==> src/rtl/mem_access_unit_pkg.sv <==
// Shared types for the data-memory load/store unit: size codes,
// FSM states and a size-to-byte-count helper.
package mem_access_pkg;

  localparam logic [1:0] SZ_BYTE = 2'b00;
  localparam logic [1:0] SZ_HALF = 2'b01;
  localparam logic [1:0] SZ_WORD = 2'b10;

  typedef enum logic [2:0] {
    IDLE,
    RD,
    RMW_RD,
    WR,
    RESP
  } state_e;

  function automatic logic [2:0] size_nbytes(logic [1:0] sz);
    logic [2:0] n;
    unique case (sz)
      SZ_BYTE: n = 3'd1;
      SZ_HALF: n = 3'd2;
      default: n = 3'd4;
    endcase
    return n;
  endfunction

endpackage

==> src/rtl/mem_access_unit_if.sv <==
// Bundles for the unit: request/response handshake (mau_req_if)
// and the word-wide data-memory port (mau_mem_if).
interface mau_req_if;
  logic        req_valid;
  logic        req_ready;
  logic        req_we;
  logic [1:0]  req_size;
  logic        req_signed;
  logic [31:0] req_addr;
  logic [31:0] req_wdata;
  logic        resp_valid;
  logic        resp_err;
  logic [31:0] resp_rdata;

  modport master (
    output req_valid, req_we, req_size, req_signed,
    output req_addr, req_wdata,
    input  req_ready, resp_valid, resp_err, resp_rdata
  );

  modport slave (
    input  req_valid, req_we, req_size, req_signed,
    input  req_addr, req_wdata,
    output req_ready, resp_valid, resp_err, resp_rdata
  );
endinterface

interface mau_mem_if;
  logic [31:0] mem_adr;
  logic [31:0] mem_wdata;
  logic        mem_rd;
  logic        mem_wr;
  logic [31:0] mem_rdata;

  modport master (
    output mem_adr, mem_wdata, mem_rd, mem_wr,
    input  mem_rdata
  );

  modport slave (
    input  mem_adr, mem_wdata, mem_rd, mem_wr,
    output mem_rdata
  );
endinterface

==> src/rtl/mem_access_unit_lane_align.sv <==
// Byte-lane datapath: load extract/extend and sub-word store merge.
// word_i is the word read at the request address (lane 0 = addr).
module mau_lane_align
  import mem_access_pkg::*;
(
  input  logic [31:0] word_i,
  input  logic [31:0] wdata_i,
  input  logic [1:0]  size_i,
  input  logic        signed_i,
  output logic [31:0] rdata_o,
  output logic [31:0] merged_o
);

  always_comb begin
    rdata_o  = word_i;
    merged_o = wdata_i;
    unique case (1'b1)
      (size_i == SZ_BYTE): begin
        rdata_o  = {{24{signed_i & word_i[7]}}, word_i[7:0]};
        merged_o = {word_i[31:8], wdata_i[7:0]};
      end
      (size_i == SZ_HALF): begin
        rdata_o  = {{16{signed_i & word_i[15]}}, word_i[15:0]};
        merged_o = {word_i[31:16], wdata_i[15:0]};
      end
      default: ;
    endcase
  end

endmodule

==> src/rtl/mem_access_unit.sv <==
// Load/store unit between the datapath and a word-write-only data
// memory. Ports: clk, rst, req (slave handshake), mem (master port).
module mem_access_unit
  import mem_access_pkg::*;
#(
  parameter int MEM_BYTES = 65536
) (
  input logic        clk,
  input logic        rst,
  mau_req_if.slave   req,
  mau_mem_if.master  mem
);

  state_e      state_q;
  logic        we_q;
  logic        signed_q;
  logic [1:0]  size_q;
  logic [31:0] wdata_q;
  logic        err_q;
  logic [31:0] rdata_q;
  logic [31:0] adr_q;
  logic [31:0] mwdata_q;

  logic [31:0] ld_data;
  logic [31:0] st_word;
  logic [32:0] end_addr;
  logic        bad;

  // 33-bit end address so addresses near 2^32 cannot wrap past the check
  assign end_addr = {1'b0, req.req_addr}
                  + {30'b0, size_nbytes(req.req_size)};

  always_comb begin
    bad = (end_addr > 33'(MEM_BYTES));
    unique case (req.req_size)
      SZ_BYTE: ;
      SZ_HALF: bad = bad | req.req_addr[0];
      SZ_WORD: bad = bad | (|req.req_addr[1:0]);
      default: bad = 1'b1;
    endcase
  end

  mau_lane_align u_align (
    .word_i   (mem.mem_rdata),
    .wdata_i  (wdata_q),
    .size_i   (size_q),
    .signed_i (signed_q),
    .rdata_o  (ld_data),
    .merged_o (st_word)
  );

  always_ff @(posedge clk) begin
    if (rst) begin
      state_q  <= IDLE;
      we_q     <= 1'b0;
      signed_q <= 1'b0;
      size_q   <= SZ_BYTE;
      wdata_q  <= '0;
      err_q    <= 1'b0;
      rdata_q  <= '0;
      adr_q    <= '0;
      mwdata_q <= '0;
    end else begin
      unique case (state_q)
        IDLE: begin
          if (req.req_valid) begin
            we_q     <= req.req_we;
            signed_q <= req.req_signed;
            size_q   <= req.req_size;
            wdata_q  <= req.req_wdata;
            adr_q    <= req.req_addr;
            err_q    <= bad;
            rdata_q  <= '0;
            if (bad) begin
              state_q <= RESP;
            end else if (!req.req_we) begin
              state_q <= RD;
            end else if (req.req_size == SZ_WORD) begin
              mwdata_q <= req.req_wdata;
              state_q  <= WR;
            end else begin
              state_q <= RMW_RD;
            end
          end
        end
        RD: begin
          rdata_q <= ld_data;
          state_q <= RESP;
        end
        RMW_RD: begin
          mwdata_q <= st_word;
          state_q  <= WR;
        end
        WR:      state_q <= RESP;
        RESP:    state_q <= IDLE;
        default: state_q <= IDLE;
      endcase
    end
  end

  assign req.req_ready  = (state_q == IDLE);
  assign req.resp_valid = (state_q == RESP);
  assign req.resp_err   = err_q;
  assign req.resp_rdata = rdata_q;

  assign mem.mem_adr   = adr_q;
  assign mem.mem_wdata = mwdata_q;
  // gated by rst so a write can never land on a reset edge
  assign mem.mem_rd = ((state_q == RD) || (state_q == RMW_RD)) && !rst;
  assign mem.mem_wr = (state_q == WR) && !rst;

  logic unused_we;
  assign unused_we = we_q;

endmodule

==> src/flat_wrapper.sv <==
// flat-port wrapper written by rule: the top's interface ports become plain ports
module mem_access_unit_flat import mem_access_pkg::*;
#(
  parameter int MEM_BYTES = 65536
)
  (clk, rst, req_req_valid, req_req_we, req_req_size, req_req_signed, req_req_addr, req_req_wdata, req_req_ready, req_resp_valid, req_resp_err, req_resp_rdata, mem_mem_adr, mem_mem_wdata, mem_mem_rd, mem_mem_wr, mem_mem_rdata);
  mau_req_if req_i ();
  mau_mem_if mem_i ();
  input logic clk;
  input logic rst;
  input wire logic [$bits(req_i.req_valid)-1:0] req_req_valid;
  input wire logic [$bits(req_i.req_we)-1:0] req_req_we;
  input wire logic [$bits(req_i.req_size)-1:0] req_req_size;
  input wire logic [$bits(req_i.req_signed)-1:0] req_req_signed;
  input wire logic [$bits(req_i.req_addr)-1:0] req_req_addr;
  input wire logic [$bits(req_i.req_wdata)-1:0] req_req_wdata;
  output wire logic [$bits(req_i.req_ready)-1:0] req_req_ready;
  output wire logic [$bits(req_i.resp_valid)-1:0] req_resp_valid;
  output wire logic [$bits(req_i.resp_err)-1:0] req_resp_err;
  output wire logic [$bits(req_i.resp_rdata)-1:0] req_resp_rdata;
  output wire logic [$bits(mem_i.mem_adr)-1:0] mem_mem_adr;
  output wire logic [$bits(mem_i.mem_wdata)-1:0] mem_mem_wdata;
  output wire logic [$bits(mem_i.mem_rd)-1:0] mem_mem_rd;
  output wire logic [$bits(mem_i.mem_wr)-1:0] mem_mem_wr;
  input wire logic [$bits(mem_i.mem_rdata)-1:0] mem_mem_rdata;
  assign req_i.req_valid = req_req_valid;
  assign req_i.req_we = req_req_we;
  assign req_i.req_size = req_req_size;
  assign req_i.req_signed = req_req_signed;
  assign req_i.req_addr = req_req_addr;
  assign req_i.req_wdata = req_req_wdata;
  assign req_req_ready = req_i.req_ready;
  assign req_resp_valid = req_i.resp_valid;
  assign req_resp_err = req_i.resp_err;
  assign req_resp_rdata = req_i.resp_rdata;
  assign mem_mem_adr = mem_i.mem_adr;
  assign mem_mem_wdata = mem_i.mem_wdata;
  assign mem_mem_rd = mem_i.mem_rd;
  assign mem_mem_wr = mem_i.mem_wr;
  assign mem_i.mem_rdata = mem_mem_rdata;
  mem_access_unit #(.MEM_BYTES(MEM_BYTES)) u_core (.clk(clk), .rst(rst), .req(req_i), .mem(mem_i));
endmodule
==> config.mk <==
export PLATFORM = sky130hd
export DESIGN_NAME = mem_access_unit_flat
export DESIGN_NICKNAME = d
export VERILOG_FILES = /design/src/rtl/mem_access_unit_pkg.sv /design/src/rtl/mem_access_unit_if.sv /design/src/rtl/mem_access_unit_lane_align.sv /design/src/rtl/mem_access_unit.sv /design/src/flat_wrapper.sv
export SDC_FILE = /design/constraint.sdc
export NUM_CORES = 1
export LEC_CHECK = 0
export ABC_AREA = 0
export CORE_MARGIN = 10
export CORE_UTILIZATION = 51
export DETAILED_ROUTE_END_ITERATION = 10
export PLACE_DENSITY = 0.82
export SYNTH_ARGS = -nofsm -noshare
export SYNTH_HDL_FRONTEND = slang
export SYNTH_SLANG_ARGS = --single-unit
==> constraint.sdc <==
create_clock -name clk -period 5.7 [get_ports clk]
set_clock_uncertainty 0.2 [all_clocks]
set_input_delay 0.57 -clock clk [delete_from_list [all_inputs] [get_ports clk]]
set_output_delay 0.57 -clock clk [all_outputs]
set_load 0.02 [all_outputs]
Yosys cells after proc, flatten, opt, wreduce, memory -nomap -nowiden
Cells that the tools add are included.
{"block": "op_classes", "addsub": 1, "n_lt_le_gt_ge": 1, "eq_ne": 11, "mux": 16, "n_bitwise": 4, "reduce_logical": 14}
{"op": "32-bit case mux with 2 select lines", "count": 4}
{"op": "32-bit two-way mux", "count": 5}
{"op": "32-bit by 3-bit adder with 33-bit output", "count": 1}
{"op": "33-bit by 17-bit > comparator with 1-bit output, second input constant", "count": 1}
{"op": "3-bit two-way mux", "count": 3}
{"op": "3-bit case mux with 3 select lines", "count": 1}
{"op": "3-bit by 2-bit equality test with 1-bit output, second input constant", "count": 2}
{"op": "2-bit != test, second input constant", "count": 3}
{"op": "3-bit case mux with 2 select lines", "count": 1}
{"op": "5-bit AND reduction", "count": 1}
{"op": "2-bit by 1-bit equality test with 1-bit output, second input constant", "count": 2}
{"op": "2-bit zero test", "count": 2}
{"op": "2-bit AND reduction", "count": 2}
{"op": "2-bit nonzero test", "count": 2}
{"op": "2-bit OR reduction", "count": 2}
{"op": "3-bit by 1-bit equality test with 1-bit output, second input constant", "count": 1}
{"op": "3-bit equality test, second input constant", "count": 1}
{"op": "3-bit zero test", "count": 1}
{"op": "1-bit case mux with 3 select lines", "count": 1}
{"op": "1-bit bitwise AND", "count": 2}
{"op": "2-bit equality test, second input constant", "count": 1}
{"op": "1-bit logical AND", "count": 2}
{"op": "2-bit by 1-bit != test with 1-bit output, second input constant", "count": 1}
{"op": "1-bit bitwise OR", "count": 2}
{"op": "other kinds (3)", "count": 3}
{"block": "word_totals", "ff_bits": 135, "inputBits": 103, "output_inout_bits": 101, "elab_cells": 55}

Logic depth before layout (Yosys ltp)
{"block": "logic_depth", "depth_word": 9, "mapped_depth": 13, "depth_no_buf": 12}

Cells and area by module
Synthesis repeated with hierarchy kept, for this count alone.
{"block": "hier_totals", "cells_unflattened": 860, "hier_area_um2": 6930.4}
{"module": "mem_access_unit", "instances": 1, "cells_per_inst": 767, "area_per_inst_um2": 6241.0, "seq_area_each_um2": 2702.6}
{"module": "mau_lane_align", "instances": 1, "cells_per_inst": 93, "area_per_inst_um2": 689.4, "seq_area_each_um2": 0.0}

Least setup slack after synthesis
No wires, ideal clock.
{"block": "synth_timing", "path_kind": "input-to-reg", "from": "input port req_req_size[0]", "to": "register u_core.state_q[2]", "setup_time_ns": 0.120, "arrival_time_ns": 3.589, "required_time_ns": 5.380, "slack_ns": 1.791, "path_stages": 13, "n_path_buf": 1, "cell_sequence": "inv_1 -> ha_1 -> nor2_1 -> ha_1 -> a21oi_1 -> nand2_1 -> or4_2 -> a32o_1 -> o31a_1 -> or3b_1 -> buf_6 -> o211a_1 -> a211o_1"}
{"block": "synth_between", "elab_chain_len": 9, "word_cells_on_any_way": 12, "classes_between": "1 x add/sub; 1 x order compare; 2 x eq/ne; 5 x mux; 2 x bitwise; 1 x reduce/logical"}
{"item": "from (decl)", "line": "flat_wrapper.sv:13", "text": "input wire logic [$bits(req_i.req_size)-1:0] req_req_size;"}
{"item": "2-bit by 1-bit equality test with 1-bit output / 2-bit zero test (equally long branches)", "line": "mem_access_unit_pkg.sv:19, mem_access_unit.sv:35"}
{"item": "3-bit case mux with 2 select lines", "line": "mem_access_unit_pkg.sv:19", "text": "unique case (sz)"}
{"item": "32-bit by 3-bit adder with 33-bit output", "line": "mem_access_unit.sv:31", "text": "+ {30'b0, size_nbytes(req.req_size)};"}
{"item": "33-bit by 17-bit > comparator with 1-bit output", "line": "mem_access_unit.sv:34", "text": "bad = (end_addr > 33'(MEM_BYTES));"}
{"item": "1-bit bitwise OR (on tied branches)", "line": "mem_access_unit.sv:38, mem_access_unit.sv:37"}
{"item": "1-bit case mux with 3 select lines *", "line": "mem_access_unit.sv:35", "text": "unique case (req.req_size)"}
{"item": "3-bit two-way mux *", "line": "mem_access_unit.sv:74", "text": "if (bad) begin"}
{"item": "3-bit two-way mux *", "line": "mem_access_unit.sv:66", "text": "if (req.req_valid) begin"}
{"item": "3-bit case mux with 3 select lines *", "line": "mem_access_unit.sv:64", "text": "unique case (state_q)"}
{"item": "to (signal assigned)", "line": "mem_access_unit.sv:75", "text": "state_q <= RESP;"}
{"item": "to (signal assigned)", "line": "mem_access_unit.sv:77", "text": "state_q <= RD;"}
{"item": "to (signal assigned)", "line": "mem_access_unit.sv:80", "text": "state_q <= WR;"}
{"item": "to (decl)", "line": "mem_access_unit.sv:14", "text": "state_e state_q;"}
Every way passes the cells marked *; elsewhere a longest branch is shown, timed or not. The select of a mux whose other input is x is not followed.
A chain may end at the register's enable or synchronous reset.

Worst setup path after layout
{"block": "layout_timing", "from": "input port req_req_size[0]", "to": "register u_core.mwdata_q[2] (netlist: u_core.mem.mem_wdata[2])"}
{"block": "layout_between", "elab_chain_len": 8, "word_cells_on_any_way": 12, "classes_between": "1 x add/sub; 1 x order compare; 4 x eq/ne; 2 x mux; 2 x bitwise; 2 x reduce/logical"}
{"item": "2-bit by 1-bit equality test with 1-bit output / 2-bit zero test (equally long branches)", "line": "mem_access_unit_pkg.sv:19, mem_access_unit.sv:35"}
{"item": "3-bit case mux with 2 select lines", "line": "mem_access_unit_pkg.sv:19"}
{"item": "32-bit by 3-bit adder with 33-bit output", "line": "mem_access_unit.sv:31"}
{"item": "33-bit by 17-bit > comparator with 1-bit output", "line": "mem_access_unit.sv:34"}
{"item": "1-bit bitwise OR (on tied branches)", "line": "mem_access_unit.sv:38, mem_access_unit.sv:37"}
{"item": "1-bit case mux with 3 select lines", "line": "mem_access_unit.sv:35"}
{"item": "2-bit != test (no source line)"}
{"item": "5-bit AND reduction (no source line) *"}
{"item": "to (signal assigned)", "line": "mem_access_unit.sv:79", "text": "mwdata_q <= req.req_wdata;"}
{"item": "to (signal assigned)", "line": "mem_access_unit.sv:91", "text": "mwdata_q <= st_word;"}
{"item": "to (decl)", "line": "mem_access_unit.sv:22", "text": "logic [31:0] mwdata_q;"}
Every way passes the cells marked *; elsewhere a longest branch is shown, timed or not.

==> qor.txt <==
Power Internal: 0.001837 W
Post-DP HPWL: 14.93 mm
Setup crit start: req_req_size[0]
Final WL: 21.40 mm
Area leader, netlist: dfxtp_1
Pin count of the biggest net entering global routing: 86
Worst hold path stage count: 2
Switch share: 0.2647
Hold Path End: u_core.req.resp_rdata[22]
Worst slew pin tran: 1.192 ns
Fraction of layout cells with a size suffix above 1: 0.05273
Power per standard cell area: 273.2 nW/um^2
Adder-Cell Fraction of Synth Area: 0.01828
Die width: 133.5 um
Metal3 WL: 1.716 mm
Post-Synth Simple-Gate Area: 0.2289
Critical R2R Capture: u_core.req.resp_rdata[14]
Top-count cell post-synth: nand2_1
CP Launch Type: primary input
Final TNS setup: 0 ns
Drt wl/cell: 17.89 um
Register area share after synthesis: 0.4114
WL met2: 10.25 mm
Worst EP arrival: 4.48 ns
CTS Root Buffer Type: clkbuf_16
Final worst setup slack: 1.332 ns
Max-slew headroom: 0.2039
Sequential group share of total power: 0.411
Hold Vio Cnt, Final: 0
Clk slew on worst S/H paths: 0.05 ns
Drt pass-1 iters: 4
Skew-Pair Late Insertion Delay: 0.42 ns
Yosys cell types: 62
Yosys warning count: 0
Reg2reg start: u_core.size_q[1]
Die area: 17,820 sq um
Post-DRT Antenna Nets: 0
Cells on worst reg2reg path: 6
Final core area utilization: 0.7247
Synth cell count leaders: nand2_1, dfxtp_1, a21oi_1
Initial Utilization: 0.5206
Status: finished clean
Worst min-delay path startpoint: u_core.req.resp_rdata[22]
Top post-synthesis cells by area: dfxtp_1, nand2_1, a21oi_1
Hold buffer count at CTS: 0
Area of the multi-input gates: 3490 sq um
Place WS: 0.9332 ns
Final nets: 1,129
First-pass GRT wire length: 33.53 mm
Post-placement cell area: 8607 sq um
Post_cts resized: 0
Vias in the first global route: 6,386
Pwr Total: 0.002498 W
Fmax achieved: 228.9 MHz
DR vias/cell: 5.655
Mapped Cells: 856
Peak VDD IR: 0.0002389 V
Maximum fanout along the worst path: 64
Flip-flop and latch area: 2703 sq um
Area Growth Syn to Fin: 39.19%
Clk sinks: 135
Logic pwr share: 0.178
Uppermost layer routed: met5
#FFs+latches synth: 135
Req. time, crit path: 5.81 ns
GRT overflow: 0
I/O pin count: 204
# DRC: 0
Post-synth ARST share: 0
R2R Setup Slk: 2.89 ns
Die height: 133.5 um
Std cell rows: 41
Antenna violations before repair: 1
Mapped cell area: 6570 sq um
Mux contribution to synthesized area: 0.04285
H-Tree Depth: 4
Crit. End Element: flip-flop
IO buf count: 203
Worst Hold Class: flip-flop to flip-flop
Max Slew Vio Count: 0
CTS tree: done
Syn Area/Cell: 7.675 sq um
RePlAce Congestion: 0.9035
RSZ-0062 raised after global routing: no
Clock power frac: 0.411
Largest family of logic cells by synthesized area: compound AO/OA/AOI/OAI gates
Final setup fails: 0
Filler cells: 1,010
Total global-route track usage: 0.2301
Share of the synthesized area in the top cell type: 0.4114
LEAKAGE: 3.266 nW
Post-synthesis compound-gate area fraction: 0.2293
Post-synth EDFFs: 0
Core area: 12,620 sq um
Post-CTS setup buffer count: 0
Post-route cell area: 9145 sq um
Drt first-iter violations: 556
Switch Pwr: 0.0006613 W
CTS Buffer Depth: 2
Met1 WL: 9.027 mm
Post-Syn Nets: 968
CP Class: primary input to flip-flop
Vias: 6,763
Max Cap Viol: 0
CTS Buf Count: 17
Minimum clock period: 4.368 ns
Final worst-path cycle share: 0.7663
Ys flop type: dfxtp_1
Xor-xnor portion of the synthesized cell area: 0.007998
# diodes: 0
metal layers:
layer	GRT usage	up-vias
li1	-	3331
met1	0.2769	3155
met2	0.3764	238
met3	0.08271	37
met4	0.06832	2
met5	0	-
sequential cells by signal, indices dropped and copies added, names as in the netlist:
signal,flops
u_core.signed_q,1
u_core.mem.mem_wdata,32
u_core.mem.mem_adr,32
u_core.wdata_q,32
u_core.req.resp_rdata,32
u_core.state_q,3
u_core.req.resp_err,1
u_core.size_q,2
worst max path at each step:
stage                                    endpoint  slack (ns)  cells after the start
after floorplan                 u_core.state_q[2]        1.79                     13
after global placement          u_core.state_q[2]        1.03                     13
after detailed placement        u_core.state_q[2]        0.93                     13
after CTS                 u_core.mem.mem_wdata[2]        1.35                     14
after global routing      u_core.mem.mem_wdata[2]        1.11                     14
final                     u_core.mem.mem_wdata[2]        1.33                     14
power by group through the flow:
stage                     registers (W)  logic (W)  clock network, W
after global routing            0.00103   0.000487           0.00108
after global placement          0.00104   0.000439                 0
after CTS                       0.00103   0.000446           0.00104
final                           0.00103   0.000445           0.00103
after detailed placement        0.00105   0.000443                 0
after floorplan                 0.00107   0.000209                 0
layout by cell type, fill, tap and decap left out, types with 3 or more instances in the layout:
master,Yosys,layout
nand3_1,17,17
or2_2,5,5
o21ai_1,5,5
o211ai_1,17,17
nand4_1,12,12
buf_4,1,6
nand2b_1,3,3
o21ai_0,49,49
nor2_1,37,37
and2_1,7,6
clkbuf_16,0,17
mux2i_1,27,27
nor3b_1,9,9
xnor2_1,4,4
nor3_1,15,15
o31ai_1,4,3
a31oi_1,10,10
a21oi_1,121,121
nand2_1,199,197
clkdlybuf4s50_1,0,202
nor4b_1,4,4
ha_1,8,8
inv_1,30,30
and3_1,4,4
o41ai_1,24,24
dfxtp_1,135,135
final cells by class:
class | instances | share of cell area
sequential | 135 | 0.2955
tap | 172 | 0.02353
multi-input combinational | 624 | 0.3816
clock inverter | 5 | 0.008483
inverter | 30 | 0.01231
timing repair buffer | 209 | 0.2282
clock buffer | 21 | 0.05035
metrics by stage:
| step | hold WS [ns] | cells |
|---|---|---|
| final | 0.2483 | 1196 |
| after global routing | 0.2748 | 1196 |
| after CTS | 0.2499 | 1196 |
| after detailed placement | 0.2427 | 1170 |
| after global placement | 0.2376 | 1170 |
| after floorplan | 0.2357 | 856 |
worst max-delay path, stage by stage:
cell	delay (ns)
clkdlybuf4s50_1	0.54
inv_1	0.10
ha_1	0.29
nor2_1	0.12
ha_1	0.28
a21oi_1	0.28
nand2_1	0.14
or4_2	0.55
a32o_1	0.24
o31a_1	0.30
nor4_4	0.33
buf_12	0.29
nor3_1	0.11
nor3b_1	0.30
cells by family after synthesis:
kind of cell	after synthesis
compound gates	252
buf+inv	97
xor+xnor	6
mux	28
simple gates	329
fa+ha+maj	9
flops	135
Note: power is estimated with default switching activity, not from simulation.
